$ cat src/rtl/wb_pkg.sv
// Shared types and constants for the writeback stage: FSM state encoding and
// load-size codes carried on wb_load_size.
package wb_pkg;

    typedef enum logic {
        IDLE      = 1'b0,
        LOAD_WAIT = 1'b1
    } wb_state_e;

    localparam logic [1:0] LS_BYTE = 2'b00;
    localparam logic [1:0] LS_HALF = 2'b01;
    localparam logic [1:0] LS_WORD = 2'b10;

endpackage

$ cat src/rtl/wb_load_extract.sv
// Little-endian sub-word load extraction with sign/zero extension when
// WB_LOAD_EXTEND_EN is defined; a plain word passthrough otherwise.
module wb_load_extract
    import wb_pkg::*;
#(
    parameter int DATA_WIDTH = 32
) (
    input  logic [DATA_WIDTH-1:0] data,
    input  logic [1:0]            size,
    input  logic [1:0]            offset,
    input  logic                  is_unsigned,
    output logic [DATA_WIDTH-1:0] result
);

`ifdef WB_LOAD_EXTEND_EN
    logic [7:0]  lane_byte;
    logic [15:0] lane_half;

    // offset[0] is ignored for halves: misaligned halves read the aligned pair.
    assign lane_byte = data[{offset, 3'b000} +: 8];
    assign lane_half = data[{offset[1], 4'b0000} +: 16];

    always_comb begin
        result = data;
        case (size)
            LS_BYTE: result = {{(DATA_WIDTH-8){~is_unsigned & lane_byte[7]}}, lane_byte};
            LS_HALF: result = {{(DATA_WIDTH-16){~is_unsigned & lane_half[15]}}, lane_half};
            default: result = data;
        endcase
    end
`else
    logic unused_cfg;
    assign unused_cfg = ^{size, offset, is_unsigned};
    assign result     = data;
`endif

endmodule

$ cat src/rtl/wb_writeback_unit.sv
// Writeback stage: selects ALU or load data, stalls on outstanding load data,
// counts retired instructions. Optional sub-word loads via WB_LOAD_EXTEND_EN.
module wb_writeback_unit
    import wb_pkg::*;
#(
    parameter int CORE         = 0,
    parameter int DATA_WIDTH   = 32,
    parameter int ADDRESS_BITS = 20
) (
    input  logic                  clock,
    input  logic                  reset,
    input  logic                  wb_valid,
    output logic                  wb_ready,
    input  logic                  wb_regWrite,
    input  logic                  wb_memRead,
    input  logic [4:0]            wb_rd,
    input  logic [DATA_WIDTH-1:0] wb_ALU_result,
    input  logic [DATA_WIDTH-1:0] wb_memory_data,
    input  logic                  wb_mem_data_valid,
    input  logic [1:0]            wb_load_size,
    input  logic                  wb_load_unsigned,
    output logic                  wb_write,
    output logic [4:0]            wb_write_reg,
    output logic [DATA_WIDTH-1:0] wb_write_data,
    output logic [31:0]           retired_count
);

    localparam int core_id_unused   = CORE;
    localparam int addr_bits_unused = ADDRESS_BITS;

    wb_state_e state, state_next;

    logic       hold_regwrite, hold_unsigned;
    logic [4:0] hold_rd;
    logic [1:0] hold_offset, hold_size;

    logic       complete, capture, sel_held;
    logic       cur_regwrite, cur_is_load, cur_unsigned;
    logic [4:0] cur_rd;
    logic [1:0] cur_offset, cur_size;
    logic [DATA_WIDTH-1:0] load_data, cur_data;

    // Handshake: a slot transfers on a clock edge where wb_valid && wb_ready;
    // wb_ready depends on state only, and upstream holds MEM/WB while it is low.
    assign wb_ready = (state == IDLE);

    always_comb begin
        state_next = state;
        complete   = 1'b0;
        capture    = 1'b0;
        sel_held   = 1'b0;
        case (state)
            IDLE: begin
                if (wb_valid) begin
                    if (wb_memRead && !wb_mem_data_valid) begin
                        capture    = 1'b1;
                        state_next = LOAD_WAIT;
                    end else begin
                        complete = 1'b1;
                    end
                end
            end
            LOAD_WAIT: begin
                if (wb_mem_data_valid) begin
                    complete   = 1'b1;
                    sel_held   = 1'b1;
                    state_next = IDLE;
                end
            end
            default: state_next = IDLE;
        endcase
    end

    assign cur_rd       = sel_held ? hold_rd       : wb_rd;
    assign cur_regwrite = sel_held ? hold_regwrite : wb_regWrite;
    assign cur_is_load  = sel_held | wb_memRead;
    assign cur_offset   = sel_held ? hold_offset   : wb_ALU_result[1:0];
    assign cur_size     = sel_held ? hold_size     : wb_load_size;
    assign cur_unsigned = sel_held ? hold_unsigned : wb_load_unsigned;

    wb_load_extract #(.DATA_WIDTH(DATA_WIDTH)) u_extract (
        .data        (wb_memory_data),
        .size        (cur_size),
        .offset      (cur_offset),
        .is_unsigned (cur_unsigned),
        .result      (load_data)
    );

    assign cur_data = cur_is_load ? load_data : wb_ALU_result;

    always_ff @(posedge clock) begin
        if (reset) begin
            state         <= IDLE;
            wb_write      <= 1'b0;
            wb_write_reg  <= 5'd0;
            wb_write_data <= '0;
            retired_count <= 32'd0;
            hold_regwrite <= 1'b0;
            hold_unsigned <= 1'b0;
            hold_rd       <= 5'd0;
            hold_offset   <= 2'd0;
            hold_size     <= 2'd0;
        end else begin
            state    <= state_next;
            wb_write <= complete && cur_regwrite && (cur_rd != 5'd0);
            if (complete && cur_regwrite && (cur_rd != 5'd0)) begin
                wb_write_reg  <= cur_rd;
                wb_write_data <= cur_data;
            end
            if (complete) retired_count <= retired_count + 32'd1;
            if (capture) begin
                hold_regwrite <= wb_regWrite;
                hold_unsigned <= wb_load_unsigned;
                hold_rd       <= wb_rd;
                hold_offset   <= wb_ALU_result[1:0];
                hold_size     <= wb_load_size;
            end
        end
    end

endmodule

$ cat config.mk
export PLATFORM = sky130hd
export DESIGN_NAME = wb_writeback_unit
export DESIGN_NICKNAME = d
export VERILOG_FILES = /design/src/rtl/wb_pkg.sv /design/src/rtl/wb_load_extract.sv /design/src/rtl/wb_writeback_unit.sv
export SDC_FILE = /design/constraint.sdc
export NUM_CORES = 1
export LEC_CHECK = 0
export ABC_AREA = 1
export BUFFER_PORTS_ARGS = -buffer_cell sky130_fd_sc_hd__clkbuf_2
export CORE_ASPECT_RATIO = 0.75
export CORE_MARGIN = 3
export CORE_UTILIZATION = 40
export DETAILED_ROUTE_END_ITERATION = 10
export PLACE_DENSITY_LB_ADDON = 0.12
export SETUP_SLACK_MARGIN = 0.02
export SLEW_MARGIN = 20
export SYNTH_ARGS = -nofsm -noshare
export SYNTH_HDL_FRONTEND = slang
export SYNTH_SLANG_ARGS = --single-unit
$ cat constraint.sdc
create_clock -name clock -period 1.6 [get_ports clock]
set_input_delay 0.32 -clock clock [delete_from_list [all_inputs] [get_ports clock]]
set_output_delay 0.32 -clock clock [all_outputs]
set_load 0.01 [all_outputs]
# ---- Word-level counts from Yosys, hierarchy flattened
# Cells that the tools add are included.
dict set report word_totals {
  ff_bits 77
  inputBits 78
  output_inout_bits 71
}
dict set report classes {
  addsub 1
  mux 13
  bitwise_logic 2
  reduce_logical 5
}
# operator n
set ops {}
lappend ops {{$add 32x1->32 const B} 1}
lappend ops {{$mux 32} 1}
lappend ops {{$mux 1} 9}
lappend ops {{$mux 5} 1}
lappend ops {{$reduce_bool 5->1} 1}
lappend ops {{$pmux 1 s2} 2}
lappend ops {{$logic_and 1x1->1} 3}
lappend ops {{$logic_not 1->1} 1}
lappend ops {{$not 1->1} 1}
lappend ops {{$or 1x1->1} 1}

# ---- Longest topological paths before layout
dict set report depth {
  depth_word 7
  mapped_depth 12
  depth_no_buf 10
}

# ---- Cells and area by module
# A second synthesis with hierarchy kept.
dict set report unflattened {
  hier_cells 741
  area_unflattened_um2 4779.6
}
# module n_inst cells_per_inst area_per_inst_um2 seq_area_each_um2
set by_module_without_submodules {}
lappend by_module_without_submodules {wb_writeback_unit 1 709 4539.4 1641.6}
lappend by_module_without_submodules {wb_load_extract 1 32 240.2 0.0}

# ---- Worst setup path before layout
# OpenSTA, ideal clock, no wires.
dict set report synth_timing {
  path_type {input to register}
  start {input wb_mem_data_valid}
  end {register wb_write_data[0]}
  setup_time_ns 0.115
  t_arrival_ns 1.449
  setup_slack_ns 0.036
  stages 9
  cell_sequence {buf_2 -> nand2_2 -> buf_6 -> o21ai_1 -> nand3_2 -> buf_6 -> buf_4 -> a21oi_1 -> nor2_1}
}
dict set report synth_between {
  elab_chain_cells 7
  elab_cells_between_ends 14
  classes_between {mux (8); bitwise (1); reduce/logical (5)}
}
# item line_no
set synth_lines {}
lappend synth_lines {{start, declared} wb_writeback_unit.sv:19} ;# input logic wb_mem_data_valid,
lappend synth_lines {{$logic_not 1->1} wb_writeback_unit.sv:55} ;# if (wb_memRead && !wb_mem_data_valid) begin
lappend synth_lines {{$logic_and 1x1->1} wb_writeback_unit.sv:55}
lappend synth_lines {{$mux 1} wb_writeback_unit.sv:55}
lappend synth_lines {{$mux 1} wb_writeback_unit.sv:54} ;# if (wb_valid) begin
lappend synth_lines {{$pmux 1 s2} wb_writeback_unit.sv:52} ;# case (state)
lappend synth_lines {{$logic_and 1x1->1 (2 in series)} wb_writeback_unit.sv:106} ;# if (complete && cur_regwrite && (cur_rd != 5'd0)) begin
lappend synth_lines {{end signal, assigned} wb_writeback_unit.sv:108} ;# wb_write_data <= cur_data;
lappend synth_lines {{end, declared} wb_writeback_unit.sv:24} ;# output logic [DATA_WIDTH-1:0] wb_write_data,
# Several ways; a longest one is shown, not always the timed one.
# A chain may end at the register's enable or synchronous reset.

# ---- Final worst setup path
dict set report layout_timing {
  start {register state}
  end {register wb_write_data[13]}
}
dict set report layout_between {
  elab_chain_cells 4
  elab_cells_between_ends 10
  classes_between {mux (5); bitwise (2); reduce/logical (3)}
}
# item line_no
set layout_lines {}
lappend layout_lines {{start, declared} wb_writeback_unit.sv:31} ;# wb_state_e state, state_next;
lappend layout_lines {{start signal, assigned} wb_writeback_unit.sv:104} ;# state <= state_next;
lappend layout_lines {{$mux 1 / $not 1->1 (equally long branches)} n/a}
lappend layout_lines {{$mux 5 (tied with other cells)} wb_writeback_unit.sv:74} ;# assign cur_rd = sel_held ? hold_rd : wb_rd;
lappend layout_lines {{$reduce_bool 5->1 / $logic_and 1x1->1 (equally long branches)} wb_writeback_unit.sv:106}
lappend layout_lines {{$logic_and 1x1->1} wb_writeback_unit.sv:106}
# Several ways; a longest one is shown, not always the timed one.

==> metrics.md <==
| Metric | Value |
|---|---|
| Status | complete, no violations |
| Largest net degree at the start of global routing | 76 |
| Reg2Reg Capture Point | wb_write_data[13]$_SDFFE_PP0P_ |
| WHS Path Cells | 3 |
| Summed instance area of the synthesized netlist | between 4000 and 5000 sq um |
| Post-route clock skew | between 0.004 and 0.005 ns |
| Fraction of post-synthesis cell area in the top cell type by area | 0.362 |
| Antenna violations before repair | 0 |
| Clock tree from TritonCTS | done |
| Clock buffer count from CTS | 9 |
| Pwr dens | between 800 and 900 nW/um^2 |
| Startpoint of the lowest-slack register-to-register path | state$_SDFF_PP0_ |
| DRT Pass-1 Iters | 5 |
| Clock buffer depth | 2 |
| Data arrival time of the critical path | 1.81 ns |
| Area contributors post-synth | dfxtp_1 36%, nand2_1 18%, nor2_1 11% |
| Post-Layout Cell Count | around 1000 |
| Clk slew on worst S/H paths | around 0.06 ns |
| Unrepaired setup endpoints after global routing | true |
| Post-synthesis sequential element count | 77 |
| Overall die height | 95.4 um |
| Clock network fraction of total power | 0.429 |
| Crit end category | register |
| Routability Congestion | between 0.9 and 1 |
| Worst max-slew margin expressed relative to the limit | 0.756 |
| Max Slew Vio Count | 0 |
| Share of async-settable or async-resettable flops after synthesis | 0 |
| Via count | approximately 5000 |
| Final number of hold-violating endpoints | 0 |
| Post-synthesis simple-gate area fraction | 0.468 |
| Number of placement rows | 31 |
| CORE AREA | 10000 sq um |
| Half-perimeter wire length of the detailed placement result | roughly 9900 um |
| Compound-Gate Fraction of Synth Area | 0.0843 |
| Number of max-cap violations | 0 |
| Antenna Cells | 0 |
| Net switching fraction of the power | 0.251 |
| Total internal power | 0.00378 W |
| Primary FF master, synth | dfxtp_1 |
| Net Sw Power | roughly 0.0013 W |
| Top fanout value on the critical path | 10 |
| Clk Latency, worst-skew pair | roughly 0.34 ns |
| Starting density of the core | 0.425 |
| Global-route usage over all layers | 0.215 |
| DRC violation count after routing | 0 |
| Fraction of layout cells with a size suffix above 1 | 0.321 |
| TritonCTS Sinks | 77 |
| Die ar. | roughly 12000 sq um |
| Syn. warnings | 0 |
| Die X-Extent | around 130 um |
| Adder-cell area share of the yosys netlist | 0.00294 |
| Area growth, synth to finish | 45.2% |
| Placed insts | slightly below 1000 |
| Wire length of the first global-routing pass | ~21000 um |
| Post-detailed-route count of antenna-violating nets | 0 |
| Post-synthesis cell count | ~670 |
| Slew at the pin closest to its max-slew limit | about 0.37 ns |
| Worst setup path category | reg2reg |
| Relative contribution of combinational cells to total power | 0.162 |
| Final cycle utilization of the critical path | 0.959 |
| Leakage power | approximately 2.9 nW |
| Hold_buf cts | 0 |
| WL per Instance | ~15 um |
| Syn_area_per_cell | approximately 6.3 sq um |
| Reg2Reg Setup Slack | about 0.065 ns |
| Max rail drop VDD | ~570 uV |
| Depth of the worst register-to-register path | 9 |
| Overall overflow remaining after global route | 0 |
| H-tree levels | 3 |
| Number of flops mapped to enable cells by yosys | 0 |
| Number of I/O pins | ~150 |
| Post-layout minimum cycle time | 1.53 ns |
| Xor/xnor share of the synthesized area | 0.00206 |
| Port Buf Inserts | between 100 and 150 |
| Routed Wire Length | 14600 um |
| Yosys cell types | 28 |
| Class of the tightest hold or removal check | in2reg |
| Launch point of the worst hold path | wb_rd[4] |
| Vias in the first global route | between 4000 and 5000 |
| Post-synthesis net count | roughly 750 |
| Highest Clock Rate | between 0.6 and 0.7 GHz |
| Fill cells | 962 |
| Largest family of logic cells by synthesized area | simple AND/OR/NAND/NOR gates |
| Hold Path Sink | hold_rd[4]$_SDFFE_PP0P_ |
| Required @ worst endpoint | ~1.9 ns |
| Library cell with the largest summed area after synthesis | dfxtp_1 |
| Layout net count | 939 |
| Critical Path Start Type | register |
| Total power consumption of the routed design | 0.00504 W |
| Drt first-iter violations | slightly below 400 |
| Hold Worst Slack | roughly 0.24 ns |
| Relative contribution of sequential cells to total power | 0.409 |
| Sequential element share of the synthesized area | 0.362 |
| Post-detailed-route via-to-cell ratio | ~5 |
| Most numerous cell in the Yosys netlist | nand2_1 |
| Fraction of synthesized area in multiplexers | 0 |
| Cell at the root of the clock tree | clkbuf_16 |
| Post-Route Utilization | 0.618 |
| Final setup violation count | 0 |
| Cell types with the highest counts after synthesis | 199 x nand2_1, 120 x nor2_1, 77 x dfxtp_1 |
[placed cells by master (no fill, tap or decap), drive strengths merged]
master	Yosys	routed
nor3b	2	2
nand3	60	61
o21ai	16	16
dfxtp	77	77
xnor2	1	1
clkinv	1	4
nand3b	36	36
nor2b	1	1
bufinv	0	2
a21oi	52	52
inv	37	37
and2	3	3
clkbuf	12	161
o21bai	2	2
nand4	18	18
buf	24	61
ha	1	1
nand2	202	202
nor3	2	2
nor2	125	125
[metal layers]
metal	track usage	up-vias	part of all wire
li1	-	2564	-
met1	0.315	2246	0.50
met2	0.311	177	0.42
met3	0.0554	12	0.078
met4	0.0569	0	0.0093
met5	0	-	0
[worst max path at each step]
stage / cells past startpoint / end / slack (ns) / startpoint
4_1_cts: 8 / retired_count[30]$_SDFFE_PP0P_ / 0.02 / retired_count[1]$_SDFFE_PP0P_
6_report: 9 / wb_write_data[13]$_SDFFE_PP0P_ / 0.07 / state$_SDFF_PP0_
3_5_place_dp: 9 / retired_count[28]$_SDFFE_PP0P_ / -0.22 / wb_mem_data_valid
2_1_floorplan: 9 / wb_write_data[0]$_SDFFE_PP0P_ / 0.04 / wb_mem_data_valid
3_3_place_gp: 9 / wb_write_data[29]$_SDFFE_PP0P_ / -0.16 / wb_mem_data_valid
5_1_grt: 9 / wb_write_data[13]$_SDFFE_PP0P_ / -0.03 / state$_SDFF_PP0_
[layout make-up]
cell class | instances | area, sq um | area share
clock buffer | 10 | 239 | 0.0387
inverter | 38 | 143 | 0.0231
timing repair buffer | 212 | 1430 | 0.232
sequential | 77 | 1550 | 0.251
tap | 132 | 165 | 0.0267
multi-input combinational | 522 | 2570 | 0.416
clock inverter | 5 | 75.1 | 0.0121
[kinds of logic after synthesis]
family,after synthesis
AO/OA/AOI/OAI,70
XOR/XNOR,1
adder cells (fa/ha/maj),1
buffers and inverters,74
flip-flops,77
AND/OR/NAND/NOR,449
[power by group through the flow]
stage	clock [W]	sequential, W	combinational, W
global route	0.00230	0.00207	0.000906
CTS	0.00221	0.00205	0.000729
detailed placement	0	0.00209	0.000721
floorplan	0	0.00212	0.000376
global placement	0	0.00209	0.000711
finish	0.00216	0.00206	0.000816
[what timing repair did]
item / in CTS / in global routing
setup endpoints to repair: 49 / 57
resized for setup: 8 / 50
cloned: 0 / 12
pin swaps: 0 / 10
endpoints found under the hold margin: 0 / 0
setup buffers: 0 / 4
[metrics by stage]
stage	instance area, sq um	setup WS, ns	setup TNS, ns
2_1_floorplan	4260	0.0357	0
6_report	6180	0.0654	0
3_3_place_gp	5410	-0.162	-6.47
3_5_place_dp	5410	-0.215	-7.95
4_1_cts	5750	0.0238	0
5_1_grt	6180	-0.0299	-0.0530
[critical path, cell delays in order, from the launching register on]
cell	delay (ns)
dfxtp_4	0.37
buf_6	0.13
nand3_1	0.09
nand2_2	0.08
nor2_4	0.14
nand3_2	0.20
clkbuf_16	0.23
nand3b_1	0.10
nand2_1	0.06
nor2_1	0.08
Note: power is estimated with default switching activity, not from simulation.
